## src/rtl/iob_cache_axi_pkg.sv

```systemverilog
// iob_cache_axi_pkg: AXI encodings, refill FSM states and width helpers shared by the line-fetch engine
package iob_cache_axi_pkg;
  typedef enum logic [1:0] {BURST_FIXED = 2'b00, BURST_INCR = 2'b01, BURST_WRAP = 2'b10} axi_burst_t;
  typedef enum logic [1:0] {RESP_OKAY = 2'b00, RESP_EXOKAY = 2'b01, RESP_SLVERR = 2'b10, RESP_DECERR = 2'b11} axi_resp_t;
  typedef enum logic [1:0] {IDLE = 2'd0, ADDR = 2'd1, DATA = 2'd2, END = 2'd3} state_t;
  function automatic int w1(input int w);
    return w < 1 ? 1 : w;
  endfunction
  function automatic int min_i(input int a, input int b);
    return a < b ? a : b;
  endfunction
endpackage

```

## src/rtl/iob_cache_line_beat_addr.sv

```systemverilog
// iob_cache_line_beat_addr: burst/beat counters, wrapping beat pointer and araddr composition
module iob_cache_line_beat_addr
  import iob_cache_axi_pkg::*;
#(
  parameter int LINE_W = 27,
  parameter int LINE2BE_W = 2,
  parameter int BE_NBYTES_W = 3,
  parameter int BE_ADDR_W = 32,
  parameter int BURST_BEATS = 4,
  parameter int NUM_BURSTS = 1,
  parameter bit WRAP = 1'b0,
  localparam int PW = w1(LINE2BE_W)
) (
  input  logic                 clk_i,
  input  logic                 reset_n_i,
  input  logic                 accept_i,
  input  logic                 ar_hs_i,
  input  logic                 r_hs_i,
  input  logic                 next_burst_i,
  input  logic                 clr_burst_i,
  input  logic [LINE_W-1:0]    addr_i,
  input  logic [PW-1:0]        crit_i,
  output logic [BE_ADDR_W-1:0] araddr_o,
  output logic [PW-1:0]        ptr_o,
  output logic                 in_burst_o,
  output logic                 last_beat_o,
  output logic                 last_burst_o
);
  localparam int LINE_BEATS = 2 ** LINE2BE_W;
  localparam int CW = $clog2(BURST_BEATS) + 1;
  localparam int BW = w1($clog2(NUM_BURSTS));
  localparam logic [PW-1:0] MASK = PW'(LINE_BEATS - 1);
  logic [LINE_W-1:0] addr_q, addr_d;
  logic [PW-1:0] crit_q, crit_d, ptr_q, ptr_d, start;
  logic [BW-1:0] burst_q, burst_d;
  logic [CW-1:0] cnt_q, cnt_d;
  logic adv;
  always_ff @(posedge clk_i or negedge reset_n_i) begin
    if (!reset_n_i) begin
      addr_q  <= '0;
      crit_q  <= '0;
      ptr_q   <= '0;
      burst_q <= '0;
      cnt_q   <= '0;
    end else begin
      addr_q  <= addr_d;
      crit_q  <= crit_d;
      ptr_q   <= ptr_d;
      burst_q <= burst_d;
      cnt_q   <= cnt_d;
    end
  end
  // beats past the burst length are swallowed: count saturates and the pointer holds
  always_comb begin
    adv     = r_hs_i && in_burst_o;
    start   = ((PW'(burst_q) << $clog2(BURST_BEATS)) + (WRAP ? crit_q : '0)) & MASK;
    addr_d  = accept_i ? addr_i : addr_q;
    crit_d  = accept_i ? crit_i : crit_q;
    burst_d = clr_burst_i ? '0 : next_burst_i ? burst_q + 1'b1 : burst_q;
    cnt_d   = ar_hs_i ? '0 : adv ? cnt_q + 1'b1 : cnt_q;
    ptr_d   = ar_hs_i ? start : adv ? (ptr_q + 1'b1) & MASK : ptr_q;
  end
  assign in_burst_o   = cnt_q < CW'(BURST_BEATS);
  assign last_beat_o  = cnt_q == CW'(BURST_BEATS - 1);
  assign last_burst_o = burst_q == BW'(NUM_BURSTS - 1);
  assign ptr_o        = ptr_q;
  assign araddr_o     = (BE_ADDR_W'(addr_q) << (LINE2BE_W + BE_NBYTES_W)) | (BE_ADDR_W'(start) << BE_NBYTES_W);
endmodule

```

## src/rtl/iob_cache_line_fetch_axi.sv

```systemverilog
// iob_cache_line_fetch_axi: AXI4 line refill in INCR bursts or one critical-word-first WRAP burst, with bounded retry
module iob_cache_line_fetch_axi
  import iob_cache_axi_pkg::*;
#(
  parameter int ADDR_W = 32,
  parameter int DATA_W = 32,
  parameter int BE_ADDR_W = 32,
  parameter int BE_DATA_W = 64,
  parameter int WORD_OFFSET_W = 3,
  parameter int AXI_ID_W = 1,
  parameter int AXI_ID = 0,
  parameter int AXI_LEN_W = 8,
  parameter int MAX_BURST_LEN = 16,
  parameter int MAX_RETRY = 2,
  parameter int WRAP_EN = 0,
  parameter logic [3:0] CACHE_AXI_CACHE_MODE = 4'b0011,
  localparam int BE_NBYTES_W = $clog2(BE_DATA_W / 8),
  localparam int LINE2BE_W = WORD_OFFSET_W - $clog2(BE_DATA_W / DATA_W),
  localparam int PW = w1(LINE2BE_W)
) (
  input  logic                                    clk_i,
  input  logic                                    reset_n_i,
  input  logic                                    replace_valid_i,
  input  logic [ADDR_W-BE_NBYTES_W-LINE2BE_W-1:0] replace_addr_i,
  input  logic [PW-1:0]                           replace_beat_i,
  output logic                                    replace_o,
  output logic                                    read_valid_o,
  output logic [PW-1:0]                           read_addr_o,
  output logic [BE_DATA_W-1:0]                    read_rdata_o,
  output logic                                    error_o,
  output logic [AXI_ID_W-1:0]                     axi_arid_o,
  output logic [BE_ADDR_W-1:0]                    axi_araddr_o,
  output logic [AXI_LEN_W-1:0]                    axi_arlen_o,
  output logic [2:0]                              axi_arsize_o,
  output logic [1:0]                              axi_arburst_o,
  output logic [1:0]                              axi_arlock_o,
  output logic [3:0]                              axi_arcache_o,
  output logic [2:0]                              axi_arprot_o,
  output logic [3:0]                              axi_arqos_o,
  output logic                                    axi_arvalid_o,
  input  logic                                    axi_arready_i,
  input  logic [AXI_ID_W-1:0]                     axi_rid_i,
  input  logic [BE_DATA_W-1:0]                    axi_rdata_i,
  input  logic [1:0]                              axi_rresp_i,
  input  logic                                    axi_rlast_i,
  input  logic                                    axi_rvalid_i,
  output logic                                    axi_rready_o
);
  localparam int LINE_BEATS = 2 ** LINE2BE_W;
  localparam int BURST_BEATS = min_i(LINE_BEATS, MAX_BURST_LEN);
  localparam int NUM_BURSTS = LINE_BEATS / BURST_BEATS;
  localparam bit WRAP = WRAP_EN != 0 && NUM_BURSTS == 1 && LINE_BEATS >= 2 && LINE_BEATS <= 16;
  localparam int RW = w1($clog2(MAX_RETRY + 1));
  state_t state_q, state_d;
  logic err_q, err_d;
  logic [RW-1:0] retry_q, retry_d;
  logic accept, ar_hs, r_hs, retry, in_burst, last_beat, last_burst, unused_rid;
  assign accept     = state_q == IDLE && replace_valid_i;
  assign ar_hs      = state_q == ADDR && axi_arready_i;
  assign r_hs       = state_q == DATA && axi_rvalid_i;
  assign retry      = state_q == END && err_q && int'(retry_q) < MAX_RETRY;
  assign unused_rid = ^axi_rid_i;
  iob_cache_line_beat_addr #(
    .LINE_W(ADDR_W - BE_NBYTES_W - LINE2BE_W),
    .LINE2BE_W(LINE2BE_W),
    .BE_NBYTES_W(BE_NBYTES_W),
    .BE_ADDR_W(BE_ADDR_W),
    .BURST_BEATS(BURST_BEATS),
    .NUM_BURSTS(NUM_BURSTS),
    .WRAP(WRAP)
  ) u_beat (
    .clk_i(clk_i),
    .reset_n_i(reset_n_i),
    .accept_i(accept),
    .ar_hs_i(ar_hs),
    .r_hs_i(r_hs),
    .next_burst_i(r_hs && axi_rlast_i && !last_burst),
    .clr_burst_i(state_q == END),
    .addr_i(replace_addr_i),
    .crit_i(replace_beat_i),
    .araddr_o(axi_araddr_o),
    .ptr_o(read_addr_o),
    .in_burst_o(in_burst),
    .last_beat_o(last_beat),
    .last_burst_o(last_burst)
  );
  always_ff @(posedge clk_i or negedge reset_n_i) begin
    if (!reset_n_i) begin
      state_q <= IDLE;
      err_q   <= 1'b0;
      retry_q <= '0;
    end else begin
      state_q <= state_d;
      err_q   <= err_d;
      retry_q <= retry_d;
    end
  end
  always_comb begin
    state_d = state_q;
    case (state_q)
      IDLE:    state_d = replace_valid_i ? ADDR : IDLE;
      ADDR:    state_d = axi_arready_i ? DATA : ADDR;
      DATA:    state_d = (r_hs && axi_rlast_i) ? (last_burst ? END : ADDR) : DATA;
      default: state_d = retry ? ADDR : IDLE;
    endcase
    err_d   = state_q == END ? 1'b0 : (r_hs && (axi_rresp_i != RESP_OKAY || (axi_rlast_i && !last_beat))) ? 1'b1 : err_q;
    retry_d = accept ? '0 : retry ? retry_q + 1'b1 : retry_q;
  end
  always_comb begin
    replace_o     = state_q != IDLE;
    axi_arvalid_o = state_q == ADDR;
    axi_rready_o  = state_q == DATA;
    read_valid_o  = r_hs && in_burst;
    error_o       = state_q == END && err_q && !retry;
  end
  assign read_rdata_o  = axi_rdata_i;
  assign axi_arid_o    = AXI_ID_W'(AXI_ID);
  assign axi_arlen_o   = AXI_LEN_W'(BURST_BEATS - 1);
  assign axi_arsize_o  = 3'(BE_NBYTES_W);
  assign axi_arburst_o = WRAP ? BURST_WRAP : BURST_INCR;
  assign axi_arlock_o  = 2'b00;
  assign axi_arcache_o = CACHE_AXI_CACHE_MODE;
  assign axi_arprot_o  = 3'b000;
  assign axi_arqos_o   = 4'b0000;
endmodule

```

## config.mk

```make
export PLATFORM = sky130hd
export DESIGN_NAME = iob_cache_line_fetch_axi
export DESIGN_NICKNAME = d
export VERILOG_FILES = /design/src/rtl/iob_cache_axi_pkg.sv /design/src/rtl/iob_cache_line_beat_addr.sv /design/src/rtl/iob_cache_line_fetch_axi.sv
export SDC_FILE = /design/constraint.sdc
export NUM_CORES = 1
export LEC_CHECK = 0
export ABC_CLOCK_PERIOD_IN_PS = 2900
export BUFFER_PORTS_ARGS = -buffer_cell sky130_fd_sc_hd__buf_2
export CAP_MARGIN = 15
export CELL_PAD_IN_SITES_DETAIL_PLACEMENT = 2
export CELL_PAD_IN_SITES_GLOBAL_PLACEMENT = 2
export CORE_UTILIZATION = 20
export DETAILED_ROUTE_END_ITERATION = 8
export PLACE_DENSITY = 0.95
export SYNTH_ARGS = -nofsm -noshare
export SYNTH_HDL_FRONTEND = slang
export SYNTH_SLANG_ARGS = --single-unit
```

## constraint.sdc

```tcl
create_clock -name clk_i -period 2.9 [get_ports clk_i]
set_clock_uncertainty 0.05 [all_clocks]
set_input_delay 0.58 -clock clk_i [delete_from_list [all_inputs] [get_ports clk_i]]
set_output_delay 0.58 -clock clk_i [all_outputs]
set_load 0.1 [all_outputs]
```

==> impl_metrics.json <==
{
  "synth_edf_count": 0,
  "viasPerCell": 3.734,
  "cts_buffers": 5,
  "grt_max_degree": 39,
  "wl_met1_um": 1691,
  "maxSlewHeadroom_pct": 38.34,
  "antenna_found_initial": 0,
  "path_buf_inv": 1,
  "netlist_instances": 217,
  "area_growth_pct": 1.623,
  "end_kind": "output pin",
  "rr_worst_depth": 4,
  "worstSetupStartpoint": "state_q[1]",
  "core_area_um2": 11030,
  "post_dp_cell_area_um2": 2211,
  "stdcell_area_um2": 2350,
  "synth_ff_type": "dfrtp_1",
  "arrival_ns": 1.82,
  "ctsHoldBuffers": 0,
  "fmax_mhz": 408.7,
  "status": "finished, final reports clean",
  "timing.final.hold_violations": 0,
  "path_delay_family": "flip-flops",
  "met3_length_um": 384,
  "drtPass1Iterations": 2,
  "rows": 38,
  "synth-seq-cells": 38,
  "path_class": "reg -> out",
  "hold_class": "in -> async",
  "setup_viol": 0,
  "dieArea_um2": 11990,
  "insertedDiodeCount": 0,
  "rsz0062_at_grt": "false",
  "clock_latency_ns": 0.27,
  "max_cap_violations": 0,
  "place_hpwl_um": 3843,
  "grt_pass1_wl_um": 7376,
  "synth_top_area_cell": "dfrtp_1",
  "min_period_ns": 2.447,
  "drcViolationCount": 0,
  "drt-initial-drc-count": 32,
  "cp_slowest_stage_delay_ns": 0.64,
  "io_pins": 232,
  "maxSlewViolCount": 0,
  "via_count": 1348,
  "critPathLaunchType": "flip-flop",
  "synth_common_cells": "98 x buf_4, 38 x dfrtp_1, 27 x mux2_2, 8 x nand2_1, 8 x nor2_1",
  "syn_area_um2": 2312,
  "cts.sinks": 38,
  "finalCritPeriodShare_pct": 84.37,
  "grt_pass1_vias": 1492,
  "routed_wl_um": 4907,
  "cts.path.max_buffers": 2,
  "syn_avg_cell_area_um2": 10.66,
  "worstPathMaxFanout": 15,
  "drive_gt1_share_pct": 47.51,
  "cts_tree": "yes",
  "cts_resized": 0,
  "htreeDepth": 2,
  "final_antenna_net_count": 0,
  "path_clk_slew_ns": 0.05,
  "grt_overflow_total": 0,
  "grt.total_usage_pct": 8.314,
  "critPathSlowestCell": "dfrtp_1",
  "dr.max_layer_used": "met4",
  "synthDistinctLibCells": 27,
  "avgRoutedWirePerCell_um": 13.59,
  "rr_startpoint": "state_q[0]",
  "postCtsSetupRepairBufs": 0,
  "hold_ws_ns": 0.3973,
  "path_cells": "and4bb_1 > buf_2",
  "wl_met2_um": 2698,
  "ys_seq_area_share_pct": 41.13,
  "portBuffers": 68,
  "yosysMostFrequentCell": "buf_4",
  "die_h_um": 109.5,
  "ys_warn_count": 0,
  "required_ns": 2.27,
  "tns_ns": 0,
  "root_buffer": "clkbuf_16",
  "utilization_pct": 21.30,
  "fill_cells": 1266,
  "dieWidth_um": 109.5,
  "r2r-end": "u_beat.addr_q[26]",
  "start_util_pct": 20.96,
  "synth_top_area_share_pct": 41.13,
  "reg2reg_slack_ns": 1.08,
  "max_slew.worst_pin.slew_ns": 0.9249,
  "gp_congestion": 0.7194,
  "synth_area_leaders": "dfrtp_1 41%, buf_4 32%, mux2_2 13%",
  "async_flop_share_pct": 100.0,
  "layout.nets": 326
}
## worst max path at each step
stage                     depth (start not counted)  slack, ns       endpoint
final                                             2       0.45   read_valid_o
after global routing                              2       0.35   read_valid_o
after CTS                                         2       0.42   read_valid_o
after detailed placement                          3       0.72   read_valid_o
after global placement                            3       0.75   read_valid_o
after floorplan                                   2       0.37  axi_arvalid_o
## cells by family after synthesis
| group | share of synthesized area, % |
|---|---|
| buffers and inverters | 32.90 |
| DFF | 41.13 |
| muxes | 14.02 |
| and+or+nand+nor | 5.898 |
| AOI/OAI and AO/OA | 3.896 |
| adders and majority gates | 1.082 |
| other | 0.3248 |
| xor gates and xnor gates | 0.7577 |
## registers in the layout, indices dropped and copies added (netlist names)
signal,flops
state_q,2
err_q,1
u_beat.burst_q,1
u_beat.ptr_o,2
retry_q,2
u_beat.addr_q,27
u_beat.cnt_q,3
## through the flow
step	cells	worst slack, ns
floorplan	247	0.3668
global placement	355	0.7515
detailed placement	355	0.7200
CTS	361	0.4180
global route	361	0.3515
finish	361	0.4532
## final cells by class
cell class	count	area, µm²	share of cell area (%)
Timing Repair Buffer	69	360.3	15.34
Inverter	3	11.26	0.4792
Tap cell	140	175.2	7.455
Clock buffer	6	138.9	5.911
Sequential cell	38	950.9	40.47
Multi-Input combinational cell	105	713.2	30.35
## per-layer routing
metal  track usage [%]  up-vias
met5                 0        -
met3             3.082       22
li1                  -      580
met4             3.905        0
met2             16.17       74
met1             7.525      672
## worst register-to-register path, cell delays in order (launching register included)
cell and delay (ns):
dfrtp_1 0.51, nand2b_4 0.23, nor2_4 0.35, buf_12 0.22
mux2_2 0.35
## layout by cell type (no fill, tap or decap)
master	count
a21boi_0	1
a21o_1	1
a21oi_1	5
a31oi_1	1
and4bb_1	1
buf_12	1
buf_2	68
clkbuf_16	5
clkbuf_8	1
conb_1	32
dfrtp_1	38
ha_1	2
inv_1	3
mux2_2	27
mux2i_1	2
nand2_1	8
nand2b_4	1
nand3_1	2
nor2_1	8
nor2_4	1
nor2b_1	2
nor3_1	2
o21a_1	2
o21ai_0	2
o221ai_1	1
o311a_1	1
or2_2	1
xnor2_1	2
Power is not shown: default switching activity piles up to over one toggle a cycle in this logic, so the estimate is an artifact.
